`config.mk`:
```
export PLATFORM = sky130hd
export DESIGN_NAME = conv_sequencer
export DESIGN_NICKNAME = d
export VERILOG_FILES = /design/src/rtl/conv_sequencer.sv
export SDC_FILE = /design/constraint.sdc
export NUM_CORES = 1
export LEC_CHECK = 0
export CORE_MARGIN = 1.5
export CORE_UTILIZATION = 50
export CTS_CLUSTER_SIZE = 24
export DETAILED_ROUTE_END_ITERATION = 16
export PLACE_DENSITY = 0.8
export SYNTH_ARGS = -nofsm -noshare
export SYNTH_HDL_FRONTEND = slang
export SYNTH_SLANG_ARGS = --single-unit
export TNS_END_PERCENT = 10
```
`constraint.sdc`:
```
create_clock -name clk -period 6.2 [get_ports clk]
set_input_delay 0.93 -clock clk [delete_from_list [all_inputs] [get_ports clk]]
set_output_delay 0.93 -clock clk [all_outputs]
set_load 0.05 [all_outputs]
```
`src/rtl/conv_sequencer.sv`:
```
// Control FSM for a valid (no-padding) KxK convolution: issues window reads,
// steers an external MAC (clear/accumulate/coefficient index) and write-backs.
module conv_sequencer #(
  parameter int unsigned IMG_W    = 8,
  parameter int unsigned IMG_H    = 8,
  parameter int unsigned K        = 3,
  parameter int unsigned ADDR_W   = 16,
  parameter int unsigned IN_BASE  = 0,
  parameter int unsigned OUT_BASE = 256,
  localparam int unsigned KW      = $clog2(K * K)
) (
  input  logic              clk,
  input  logic              rst,
  input  logic              en,
  input  logic              start,
  output logic              busy,
  output logic              done,
  output logic [ADDR_W-1:0] mem_addr,
  output logic              mem_rd,
  output logic              mem_wr,
  output logic              mac_clr,
  output logic              mac_acc,
  output logic [KW-1:0]     k_idx
);

  localparam int unsigned OW = IMG_W - K + 1;
  localparam int unsigned OH = IMG_H - K + 1;
  localparam int unsigned XW = $clog2(IMG_W);
  localparam int unsigned YW = $clog2(IMG_H);
  localparam int unsigned CW = $clog2(K);

  typedef enum logic [2:0] {
    S_IDLE, S_CLEAR, S_FETCH, S_DRAIN, S_WRITE, S_DONE
  } state_t;

  state_t          state_q, state_d;
  logic [XW-1:0]   ox_q, ox_d;
  logic [YW-1:0]   oy_q, oy_d;
  logic [CW-1:0]   kx_q, kx_d, ky_q, ky_d;
  logic            mac_acc_q;
  logic [KW-1:0]   k_idx_q;
  logic [ADDR_W-1:0] rd_addr, wr_addr;
  logic [KW-1:0]   cur_idx;

  assign rd_addr = ADDR_W'(IN_BASE)
                 + (ADDR_W'(oy_q) + ADDR_W'(ky_q)) * ADDR_W'(IMG_W)
                 + ADDR_W'(ox_q) + ADDR_W'(kx_q);
  assign wr_addr = ADDR_W'(OUT_BASE) + ADDR_W'(oy_q) * ADDR_W'(OW) + ADDR_W'(ox_q);
  assign cur_idx = KW'(ky_q) * KW'(K) + KW'(kx_q);

  assign mac_acc = mac_acc_q;
  assign k_idx   = k_idx_q;

  always_comb begin
    state_d  = state_q;
    ox_d     = ox_q;
    oy_d     = oy_q;
    kx_d     = kx_q;
    ky_d     = ky_q;
    busy     = (state_q != S_IDLE) && (state_q != S_DONE);
    done     = 1'b0;
    mem_rd   = 1'b0;
    mem_wr   = 1'b0;
    mac_clr  = 1'b0;
    mem_addr = '0;
    // Every state only acts while enabled, so a stall freezes state and counters.
    case (state_q)
      S_IDLE: begin
        if (en && start) begin
          state_d = S_CLEAR;
          ox_d    = '0;
          oy_d    = '0;
          kx_d    = '0;
          ky_d    = '0;
        end
      end
      S_CLEAR: begin
        if (en) begin
          mac_clr = 1'b1;
          state_d = S_FETCH;
        end
      end
      S_FETCH: begin
        if (en) begin
          mem_rd   = 1'b1;
          mem_addr = rd_addr;
          if (kx_q == CW'(K - 1)) begin
            kx_d = '0;
            if (ky_q == CW'(K - 1)) begin
              ky_d    = '0;
              state_d = S_DRAIN;
            end else begin
              ky_d = ky_q + CW'(1);
            end
          end else begin
            kx_d = kx_q + CW'(1);
          end
        end
      end
      S_DRAIN: begin
        if (en) state_d = S_WRITE;
      end
      S_WRITE: begin
        if (en) begin
          mem_wr   = 1'b1;
          mem_addr = wr_addr;
          state_d  = S_CLEAR;
          if (ox_q == XW'(OW - 1)) begin
            ox_d = '0;
            if (oy_q == YW'(OH - 1)) begin
              oy_d    = '0;
              state_d = S_DONE;
            end else begin
              oy_d = oy_q + YW'(1);
            end
          end else begin
            ox_d = ox_q + XW'(1);
          end
        end
      end
      S_DONE: begin
        if (en) begin
          done    = 1'b1;
          state_d = S_IDLE;
        end
      end
      default: state_d = S_IDLE;
    endcase
  end

  // The accumulate strobe trails the gated read strobe, so it still fires
  // in a stalled cycle that follows a read.
  always_ff @(posedge clk) begin
    if (rst) begin
      state_q   <= S_IDLE;
      ox_q      <= '0;
      oy_q      <= '0;
      kx_q      <= '0;
      ky_q      <= '0;
      mac_acc_q <= 1'b0;
      k_idx_q   <= '0;
    end else begin
      state_q   <= state_d;
      ox_q      <= ox_d;
      oy_q      <= oy_d;
      kx_q      <= kx_d;
      ky_q      <= ky_d;
      mac_acc_q <= mem_rd;
      k_idx_q   <= mem_rd ? cur_idx : '0;
    end
  end

endmodule

```
# Word level (Yosys, flattened, before mapping)
# Cells that the tools add are included.
dict set report totals {
  regBits 18
  output_inout_bits 26
  elab_cells 86
}
dict set report classes {
  n_addsub 10
  mul 2
  eq_ne 19
  n_mux 35
  bitwise 1
  n_reduce_logical 12
}
# op count
set op_table {}
lappend op_table {{2-to-1 mux 3 bit} 16}
lappend op_table {{one-hot mux 11 bit (2 select lines)} 1}
lappend op_table {{inequality test 2 bit (second input constant)} 9}
lappend op_table {{one-hot mux 3 bit (6 select lines)} 1}
lappend op_table {{== test 3 bit (second input constant)} 4}
lappend op_table {{2-to-1 mux 2 bit} 6}
lappend op_table {{one-hot mux 3 bit (2 select lines)} 2}
lappend op_table {{adder 10 x 3 -> 11 bit} 1}
lappend op_table {{2-to-1 mux 11 bit} 1}
lappend op_table {{adder 9 x 6 -> 10 bit (first input constant)} 1}
lappend op_table {{adder 8 x 2 -> 9 bit} 1}
lappend op_table {{2-to-1 mux 9 bit} 1}
lappend op_table {{adder 7 x 3 -> 8 bit} 1}
lappend op_table {{one-hot mux 2 bit (2 select lines)} 2}
lappend op_table {{AND reduction 4 bit} 2}
lappend op_table {{AND reduction 8 bit} 1}
lappend op_table {{adder 3 x 1 -> 3 bit (second input constant)} 2}
lappend op_table {{== test 3 x 2 -> 1 bit (second input constant)} 2}
lappend op_table {{AND reduction 3 bit} 2}
lappend op_table {{multiplier 3 x 2 -> 5 bit (second input constant)} 1}
lappend op_table {{2-to-1 mux 1 bit} 5}
lappend op_table {{adder 2 x 1 -> 2 bit (second input constant)} 2}
lappend op_table {{adder 3 x 2 -> 4 bit} 1}
lappend op_table {{adder 4 x 2 -> 4 bit} 1}
lappend op_table {{other kinds (10)} 13}

# Logic depth before layout (Yosys ltp)
# Gate-level depths: netlist of the first run.
dict set report depth {
  depth_word 5
  depth_mapped 8
  ltp_nobuf 8
}

# Least setup slack after synthesis of the first run
# No wires, ideal clock.
dict set report synth_path {
  path_type {in2out}
  startpoint {in en}
  endpoint {out mem_addr[7]}
  arrival_time_ps 2909
  required_ps 5270
  path_slack_ps 2361
  cell_stages 6
  path_cell_list {nor2b_1 nand3b_1 clkbuf_1 inv_1 nand2_1 nor3_1}
}
dict set report synth_between {
  elab_chain_cells 2
  elab_cells_between_ends 3
}
# item line
set synth_rtl {}
lappend synth_rtl {{start, declared} 14} ;# input logic en,
lappend synth_rtl {{2-to-1 mux 11 bit or 2-to-1 mux 9 bit (tied branches)} {104, 84}}
lappend synth_rtl {{one-hot mux 11 bit (2 select lines) (*)} 67} ;# case (state_q)
lappend synth_rtl {{end, declared} 18} ;# output logic [ADDR_W-1:0] mem_addr,
# Mark *: on every way between the ends. The rest lies on a longest branch, timed or not.

# Final worst setup path of the first run
# Ends and elaborated chain as after synthesis.

==> results by group, run 1 <==
Run status
  – Status: finished, final reports clean

Global route
  – Vias in the first global route: between 1000 and 1500
  – Grt total ovfl: 0
  – First-pass GRT wire length: 5640 um
  – GR peak layer: met2
  – Met2 GRT Util: 36.9%
  – Largest net degree at the start of global routing: 21
  – Initial antenna violation count: 0
  – Met3 Usage GRT: under 10%
  – M1 GR Usage: between 20 and 30%
  – GR Util All Layers: 22.1%

Synthesis
  – Largest cells by area after synthesis: dfxtp_1 (24%), ha_1 (13%), fa_1 (8.1%)
  – Seq/Total Area, Yosys: 24.4%
  – Top cell type by total area after synthesis: dfxtp_1
  – Post-synth top area share: 24.4%
  – FF+latch count, synth: 18
  – Yosys warning count: 0
  – Most common cell in the netlist: dfxtp_1
  – Post-synth EDFFs: 0
  – Post-synthesis area per instance: 8.48 sq um
  – Top cells by count, synth: dfxtp_1 (18), inv_1 (16), ha_1 (15), nand2_1 (15), xor2_1 (9)
  – Main synth FF type: dfxtp_1
  – Syn Inst Count: approximately 170
  – Post-Syn Area: 1480 sq um
  – Post-synth ARST share: 0%
  – Distinct cells, synth: 37

Timing
  – Clock Skew: ~0.0015 ns
  – Final period util: 68.4%
  – Final Slew Violations: 0
  – Setup violators final: 0
  – Relative slew slack: 58.1%
  – RSZ-0062 raised after global routing: false
  – Worst Max-Slew Pin Slew: 0.627 ns
  – Total negative slack: 0 ns
  – Minimum clock period: roughly 4.2 ns
  – Fin worst setup slack: 1.96 ns
  – WHS: 0.569 ns
  – F_max: 236 MHz
  – Final hold vios: 0

Setup path
  – Crit. End Element: primary output
  – Crit path largest cell delay: 0.83 ns
  – Worst-path cell chain: clkdlybuf4s50_1 -> nor2b_1 -> nand3b_1 -> inv_1 -> nand2_1 -> nor3_1 -> clkdlybuf4s50_1
  – CP most frequent cell: clkdlybuf4s50_1
  – Kind of start point of the critical path: input pin
  – R2R Setup Slk: between 4 and 5 ns
  – Data required, critical path: roughly 5.3 ns
  – CP arrival: around 3.3 ns
  – Critical path fanouts, max: 11
  – Critical Path Slowest Stage Cell: clkdlybuf4s50_1
  – Reg2Reg Depth: 5
  – Crit Path Class: in -> out

Floorplanning
  – Core area: 2780 sq um
  – Site Rows: 19
  – Starting Density: 53.0%
  – Die W: 57.3 um
  – Die Area: 3290 sq um
  – # IOs: 30
  – Chip Height: 57.3 um

Pwr
  – Worst VDD drop: approximately 0.00012 V
  – Combinational power share: a little over an eighth
  – Power Density: 135 nW/um^2
  – Switching power: 0.0663 mW
  – Clk pwr share: 33.6%
  – Sw Share: 29.1%
  – Flop pwr share: between 50% and 60%
  – Leak: 0.723 nW
  – Pint: between 0.15 and 0.2 mW

Placed design
  – Post-Place Setup Slack: roughly 2 ns
  – Port Buffer Count: 22
  – DP HPWL: 2400 um
  – Global placer's final weighted congestion: 0.790

Min path
  – Hold/Removal Path Class: reg -> reg
  – Hold Crit Depth: 2

CTS
  – Root Driver: clkbuf_4
  – H-tree depth: 1
  – CTS tree: done
  – Worst skew pair latency: between 0.3 and 0.4 ns
  – Buffer count from post-CTS setup fixing: 0
  – Deepest clock path buffer count: 2
  – Post-CTS Hold Fix Bufs: 0
  – Clock sinks: 18
  – CTS buffer count: 3
  – Reg clk slew, reported paths: 0.11 ns
  – Post-cts resize count: 0

Layout
  – NumNets Final: between 200 and 250
  – # diodes: 0
  – Area Overhead vs Synth: 14.8%
  – Fraction of layout cells with a size suffix above 1: 2.12%

Detailed routing
  – Via/cell ratio: around 5.6
  – DR DRC count: 0
  – Routed wire length: 3140 um
  – Starting DRC count in detailed routing: 44
  – Routed Antenna Nets: 0
  – Vias: around 1200
  – 1st-pass router iterations: 4
  – Mean routed wirelength per cell: 14.3 um

Run
  – # Max-Cap Violations: 0
[flip-flops by register name, summed over array words and instances, names as in the netlist]
signal	count
state_q	3
oy_q	3
ky_q	2
mac_acc	1
kx_q	2
k_idx	4
ox_q	3
[worst max-delay path: cells and delay by family]
kind	cells	cell delay [ns]
buffers and inverters	3	1.63
AND/OR/NAND/NOR	4	0.75
[worst paths after layout]
check                             start          end
worst min-delay path            kx_q[0]      kx_q[0]
worst max register to register  ky_q[1]     k_idx[2]
worst min register to register  kx_q[0]      kx_q[0]
worst max-delay path                 en  mem_addr[7]
[logic make-up after synthesis]
| kind of cell | Yosys count | share of synthesized area (%) |
|---|---|---|
| adders and majority gates | 21 | 20.9 |
| muxes | 2 | 1.36 |
| AOI/OAI and AO/OA | 31 | 14.6 |
| and+or+nand+nor | 56 | 20.5 |
| DFF | 18 | 24.4 |
| buffers and inverters | 33 | 10.9 |
| other | 1 | 0.254 |
| xor gates and xnor gates | 12 | 7.13 |
[final cells by class]
| class | count | area [sq um] |
|---|---|---|
| Multi-Input combinational cell | 129 | 977 |
| Sequential cell | 18 | 360 |
| Inverter | 16 | 60.1 |
| Timing Repair Buffer | 22 | 220 |
| Tap cell | 31 | 38.8 |
| Clock buffer | 4 | 36.3 |
| Fill cell | 252 | 1090 |
[through the flow]
step                power (mW)  util (%)  area (sq um)  cells
finish                   0.228      60.9          1690    220
global route             0.237      60.9          1690    220
CTS                      0.231      60.9          1690    220
detailed placement       0.154      59.6          1660    216
global placement         0.153      59.6          1660    216
floorplan                0.151         -          1500    180
[per-layer routing]
metal / part of all wire, % / vias to the layer above / routed length, um
met3: 3.7 / 5 / 117
met5: 0 / - / 0
li1: - / 616 / -
met1: 45 / 567 / 1400
met4: 1.8 / 0 / 55
met2: 50 / 39 / 1560
[layout by cell type (no fill, tap or decap), types with 7 or more instances in the layout]
master           instances
clkdlybuf4s50_1         22
dfxtp_1                 18
inv_1                   16
conb_1                   7
nor2_1                   7
ha_1                    15
xor2_1                   9
nand2_1                 15
[power groups by stage]
stage / logic, mW / clock network, mW / registers (mW)
2_1_floorplan: 0.0306 / 0 / 0.120
3_3_place_gp: 0.0307 / 0 / 0.122
3_5_place_dp: 0.0311 / 0 / 0.123
4_1_cts: 0.0312 / 0.0794 / 0.120
5_1_grt: 0.0335 / 0.0832 / 0.120
6_report: 0.0313 / 0.0765 / 0.120
(Power assumes the default switching activity.)
==> inputs of run 2 (changes only) <==
- CORE_UTILIZATION: 50 -> 46
- PLACE_DENSITY: 0.8 -> 0.78
- clock period: 6.2 -> 3.74 ns (I/O delays scaled with it)
==> results by group, run 2 (same netlist as run 1, synthesis figures left out) <==
CTS
  – CTS buffer count: 3
  – Reg clk slew, reported paths: 0.11 ns
  – Root Driver: clkbuf_4
  – Buffer count from post-CTS setup fixing: 0
  – H-tree depth: 1
  – Deepest clock path buffer count: 2
  – Clock sinks: 18
  – Worst skew pair latency: approximately 0.29 ns
  – CTS tree: done

Timing
  – Minimum clock period: 3.57 ns
  – Fin worst setup slack: between 0.15 and 0.2 ns
  – Clock Skew: roughly 0.0048 ns
  – Total negative slack: 0 ns
  – Final period util: 95.5%
  – Final hold vios: 0
  – Worst Max-Slew Pin Slew: 0.584 ns
  – Setup violators final: 0
  – Relative slew slack: 60.9%
  – Final Slew Violations: 0
  – RSZ-0062 raised after global routing: false
  – F_max: 280 MHz

Detailed routing
  – Routed wire length: between 3000 and 4000 um
  – Routed Antenna Nets: 0
  – Vias: 1268
  – DR DRC count: 0
  – Starting DRC count in detailed routing: 33
  – Mean routed wirelength per cell: between 10 and 15 um
  – 1st-pass router iterations: 4
  – Via/cell ratio: 5.42

Layout
  – # diodes: 0
  – Fraction of layout cells with a size suffix above 1: 3.16%
  – Reg area: 360 sq um
  – Most frequent cells in the layout: clkdlybuf4s50_1 (20), dfxtp_1 (18), inv_1 (16)
  – Fill count: just over 300
  – Most common cell after layout, fill and taps aside: clkdlybuf4s50_1
  – Max FFs per register: 4
  – Fin cells: 234
  – Area Overhead vs Synth: 16.4%
  – Multi-input combinational cell area: 977 sq um
  – NumNets Final: 216

Pwr
  – Power Density: around 220 nW/um^2
  – Switching power: roughly 0.10 mW
  – Leak: 0.749 nW
  – Power Total: 0.372 mW
  – Worst VDD drop: 0.000292 V
  – Pint: 0.268 mW
  – Sw Share: 28.0%
  – Clk pwr share: about a third
  – Flop pwr share: 53.3%
  – Combinational power share: 14.2%

Run
  – # Max-Cap Violations: 0

Placed design
  – Post-Place Setup Slack: 0.245 ns
  – Port Buffer Count: 22
  – DP HPWL: 2380 um
  – Dpl cells: 230
  – Global placer's final weighted congestion: 0.838

Global route
  – First-pass GRT wire length: 5470 um
  – Vias in the first global route: 1203
  – Largest net degree at the start of global routing: 20
  – GR Util All Layers: between 10% and 20%
  – Initial antenna violation count: 0
  – Grt total ovfl: 0

Setup path
  – Data required, critical path: 3.18 ns
  – Crit Path Class: reg -> out
  – CP arrival: 3.01 ns
  – Crit. End Element: primary output
  – Kind of start point of the critical path: flip-flop
  – Reg2reg start: ky_q[1]
  – R2R Setup Slk: 1.82 ns
  – Critical path fanouts, max: 9
  – Reg2reg end: k_idx[2]
  – CP Launch Point: ox_q[0]
  – CP Capture Point: mem_addr[6]
  – Reg2Reg Depth: 5

Run status
  – Status: finished, final reports clean

Floorplanning
  – Starting Density: 48.3%
  – Core area: just over 3000 sq um
  – Site Rows: 20
  – Die Area: 3560 sq um
  – Die W: 59.6 um
  – Chip Height: a little under 60 um
  – # IOs: 30

Min path
  – Hold/Removal Path Class: reg -> reg
-- run 2: cell count changes in the layout (fill, tap and decap cells not counted) --
cell / before / now
buf_4: 0 / 2
clkdlybuf4s50_1: 22 / 20
dlymetal6s2s_1: 0 / 1
-- run 2: cell type report --
cell class / instances / share of cell area [%]
multi-input combinational: 129 / 56.9
sequential: 18 / 21.0
timing repair buffer: 23 / 13.3
inverter: 16 / 3.50
tap: 44 / 3.21
clock buffer: 4 / 2.11
-- run 2: per-layer routing --
| layer | vias to the layer above | part of all wire, % | track usage (%) |
|---|---|---|---|
| met1 | 606 | 45 | 27.7 |
| li1 | 614 | - | - |
| met2 | 44 | 49 | 32.7 |
| met3 | 4 | 5.1 | 3.93 |
| met5 | - | 0 | 0 |
| met4 | 0 | 1.1 | 2.86 |
-- run 2: repair_timing --
item	4_1_cts	5_1_grt
gates resized for setup	0	1
hold buffers	0	0
setup endpoints to repair	0	1
-- run 2: through the flow --
stage / instance area, sq um / hold WS [ns] / utilization [%]
floorplan: 1500 / 0.494 / -
detailed placement: 1680 / 0.558 / 55.0
global placement: 1680 / 0.550 / 55.0
CTS: 1710 / 0.573 / 56.1
finish: 1720 / 0.576 / 56.2
global route: 1720 / 0.606 / 56.2
-- run 2: worst max-delay path: stages (launching register included) --
cell and delay (ns):
dfxtp_1 0.50, ha_1 0.23, inv_1 0.05, fa_1 0.41
and3b_1 0.27, nand3_1 0.11, xnor2_1 0.14, o22ai_1 0.17
clkdlybuf4s50_1 0.83
-- run 2: worst min path at each step --
stage / startpoint / endpoint / slack [ns] / depth (start not counted)
detailed placement: kx_q[0] / kx_q[0] / 0.56 / 2
global route: ox_q[1] / ox_q[1] / 0.61 / 2
floorplan: kx_q[0] / kx_q[0] / 0.49 / 2
CTS: kx_q[0] / kx_q[0] / 0.57 / 2
finish: kx_q[0] / kx_q[0] / 0.58 / 2
global placement: kx_q[0] / kx_q[0] / 0.55 / 2
-- run 2: power groups by stage --
| stage | clock, mW | sequential (mW) | combinational (mW) |
|---|---|---|---|
| after floorplan | 0 | 0.199 | 0.0508 |
| after global placement | 0 | 0.202 | 0.0512 |
| after detailed placement | 0 | 0.203 | 0.0523 |
| after CTS | 0.124 | 0.198 | 0.0525 |
| after global routing | 0.132 | 0.199 | 0.0568 |
| final | 0.121 | 0.198 | 0.0527 |
==> inputs of run 3 (changes only) <==
- CELL_PAD_IN_SITES_DETAIL_PLACEMENT: default -> 1
- CELL_PAD_IN_SITES_GLOBAL_PLACEMENT: default -> 1
- CORE_UTILIZATION: 46 -> 34
- PLACE_DENSITY: 0.78 -> 0.77
- SLEW_MARGIN: default -> 20
==> results by group, run 3 (same netlist as run 1, synthesis figures left out) <==
CTS
  – H-tree depth: 1
  – CTS buffer count: 3
  – CTS tree: done
  – Worst skew pair latency: 0.25 ns
  – Clock sinks: 18
  – Reg clk slew, reported paths: approximately 0.07 ns
  – Post-CTS Hold Fix Bufs: 0
  – Deepest clock path buffer count: 2
  – Root Driver: clkbuf_8

Detailed routing
  – Vias: about 1300
  – Mean routed wirelength per cell: 15.7 um
  – Max Used Layer: met3
  – Routed Antenna Nets: 0
  – Met3 wire length: 94 um
  – DR DRC count: 0
  – Via/cell ratio: 5.23
  – Metal2 WL: 2000 um
  – 1st-pass router iterations: 4
  – Routed wire length: 3780 um
  – Metal-1 WL: about 1700 um
  – Starting DRC count in detailed routing: 21

Placed design
  – Port Buffer Count: 22
  – DP HPWL: between 2000 and 3000 um
  – Placed cell areas: approximately 1700 sq um
  – Global placer's final weighted congestion: 0.806

Setup path
  – Kind of start point of the critical path: flip-flop
  – Crit path largest cell delay: 0.85 ns
  – Data required, critical path: 3.18 ns
  – Worst-path cell chain: ha_1 -> inv_1 -> fa_1 -> and3b_1 -> nand3_1 -> xnor2_1 -> o22ai_1 -> clkdlybuf4s50_1
  – Buf/Inv on CP: 2
  – Crit. End Element: primary output
  – Crit Path Class: reg -> out
  – CP delay by family, top: buffers and inverters
  – CP arrival: 2.93 ns
  – Critical Path Slowest Stage Cell: clkdlybuf4s50_1
  – Critical path fanouts, max: 6
  – CP Launch Point: kx_q[0]
  – Reg2reg start: ky_q[1]

Timing
  – Setup violators final: 0
  – Final hold vios: 0
  – Relative slew slack: 56.9%
  – RSZ-0062 raised after global routing: false
  – Worst Max-Slew Pin Slew: 0.645 ns
  – Clock Skew: 0.00117 ns
  – Total negative slack: 0 ns
  – Final Slew Violations: 0
  – Minimum clock period: 3.49 ns
  – F_max: about 290 MHz
  – Final period util: between 90% and 100%
  – WHS: roughly 0.58 ns

Floorplanning
  – Core area: a little over 4000 sq um
  – Site Rows: 23
  – # IOs: 30
  – Die Area: 4740 sq um
  – Starting Density: 36.1%
  – Chip Height: roughly 69 um
  – Die W: 68.9 um

Layout
  – Post-route cell area: 1750 sq um
  – Max FFs per register: 4
  – NumNets Final: 217
  – # diodes: 0
  – Area Overhead vs Synth: 18.7%
  – Fraction of layout cells with a size suffix above 1: 4.19%
  – Most frequent cells in the layout: clkdlybuf4s50_1 (18), dfxtp_1 (18), inv_1 (16)

Pwr
  – Power Density: 236 nW/um^2
  – Power Total: around 0.41 mW
  – Leak: approximately 0.78 nW
  – Worst VDD drop: 0.0000936 V

Global route
  – Vias in the first global route: 1310
  – First-pass GRT wire length: about 6400 um
  – Largest net degree at the start of global routing: 20
  – Initial antenna violation count: 0
  – GR Util All Layers: 18.1%
  – Grt total ovfl: 0

Min path
  – Hold Path Origin: ox_q[1]
  – Hold/Removal Path Class: reg -> reg

Run
  – # Max-Cap Violations: 0

Run status
  – Status: finished, final reports clean
run 3: cell types whose count changed in the layout (fill, tap and decap cells not counted), sizes merged:
cell           previous run  this run
buf                       2         4
dlymetal6s2s              1         2
clkdlybuf4s50            20        18
run 3: path summary, 6_finish.rpt:
path / to / slack, ns / depth (start not counted)
max: mem_addr[6] / 0.25 / 8
min: ox_q[1] / 0.58 / 2
max reg2reg: k_idx[2] / 1.81 / 5
min reg2reg: ox_q[1] / 0.58 / 2
run 3: worst reg2reg max path, delay by kind of cell (launching register included):
family / cells / cell delay, ns
fa+ha+maj: 3 / 1.10
flops: 1 / 0.51
simple gates: 1 / 0.18
buf+inv: 1 / 0.06
run 3: layout make-up:
type,count,area (sq um)
fillers,490,2340
repair buffers,24,235
inverters,16,60.1
well taps,50,62.6
multi-input cells,129,977
flip-flops and latches,18,360
clock buffers,4,55.1
run 3: routing by layer:
layer,GRT usage (%),vias up
li1,-,618
met1,23.9,618
met2,31.7,24
met3,1.62,0
met4,4.90,0
met5,0,-
run 3: per-stage QoR:
step | instances | util (%) | setup WS, ns
CTS | 241 | 42.7 | 0.111
finish | 241 | 42.8 | 0.252
global placement | 237 | 41.4 | 0.401
floorplan | 180 | - | 0.639
global route | 241 | 42.8 | 0.0897
detailed placement | 237 | 41.4 | 0.318
run 3: repair_timing:
item / 4_1_cts / 5_1_grt
resized for setup: 0 / 2
hold endpoints to repair: 0 / 0
buffers inserted: 0 / 0
endpoints found under the setup margin: 0 / 2
run 3: power by group:
| part | internal, mW | total, mW | switching, mW | leakage, nW |
|---|---|---|---|---|
| logic | 0.0148 | 0.0537 | 0.0389 | 0.609 |
| clock network | 0.0935 | 0.162 | 0.0683 | 0.0288 |
| registers | 0.193 | 0.198 | 0.00509 | 0.145 |
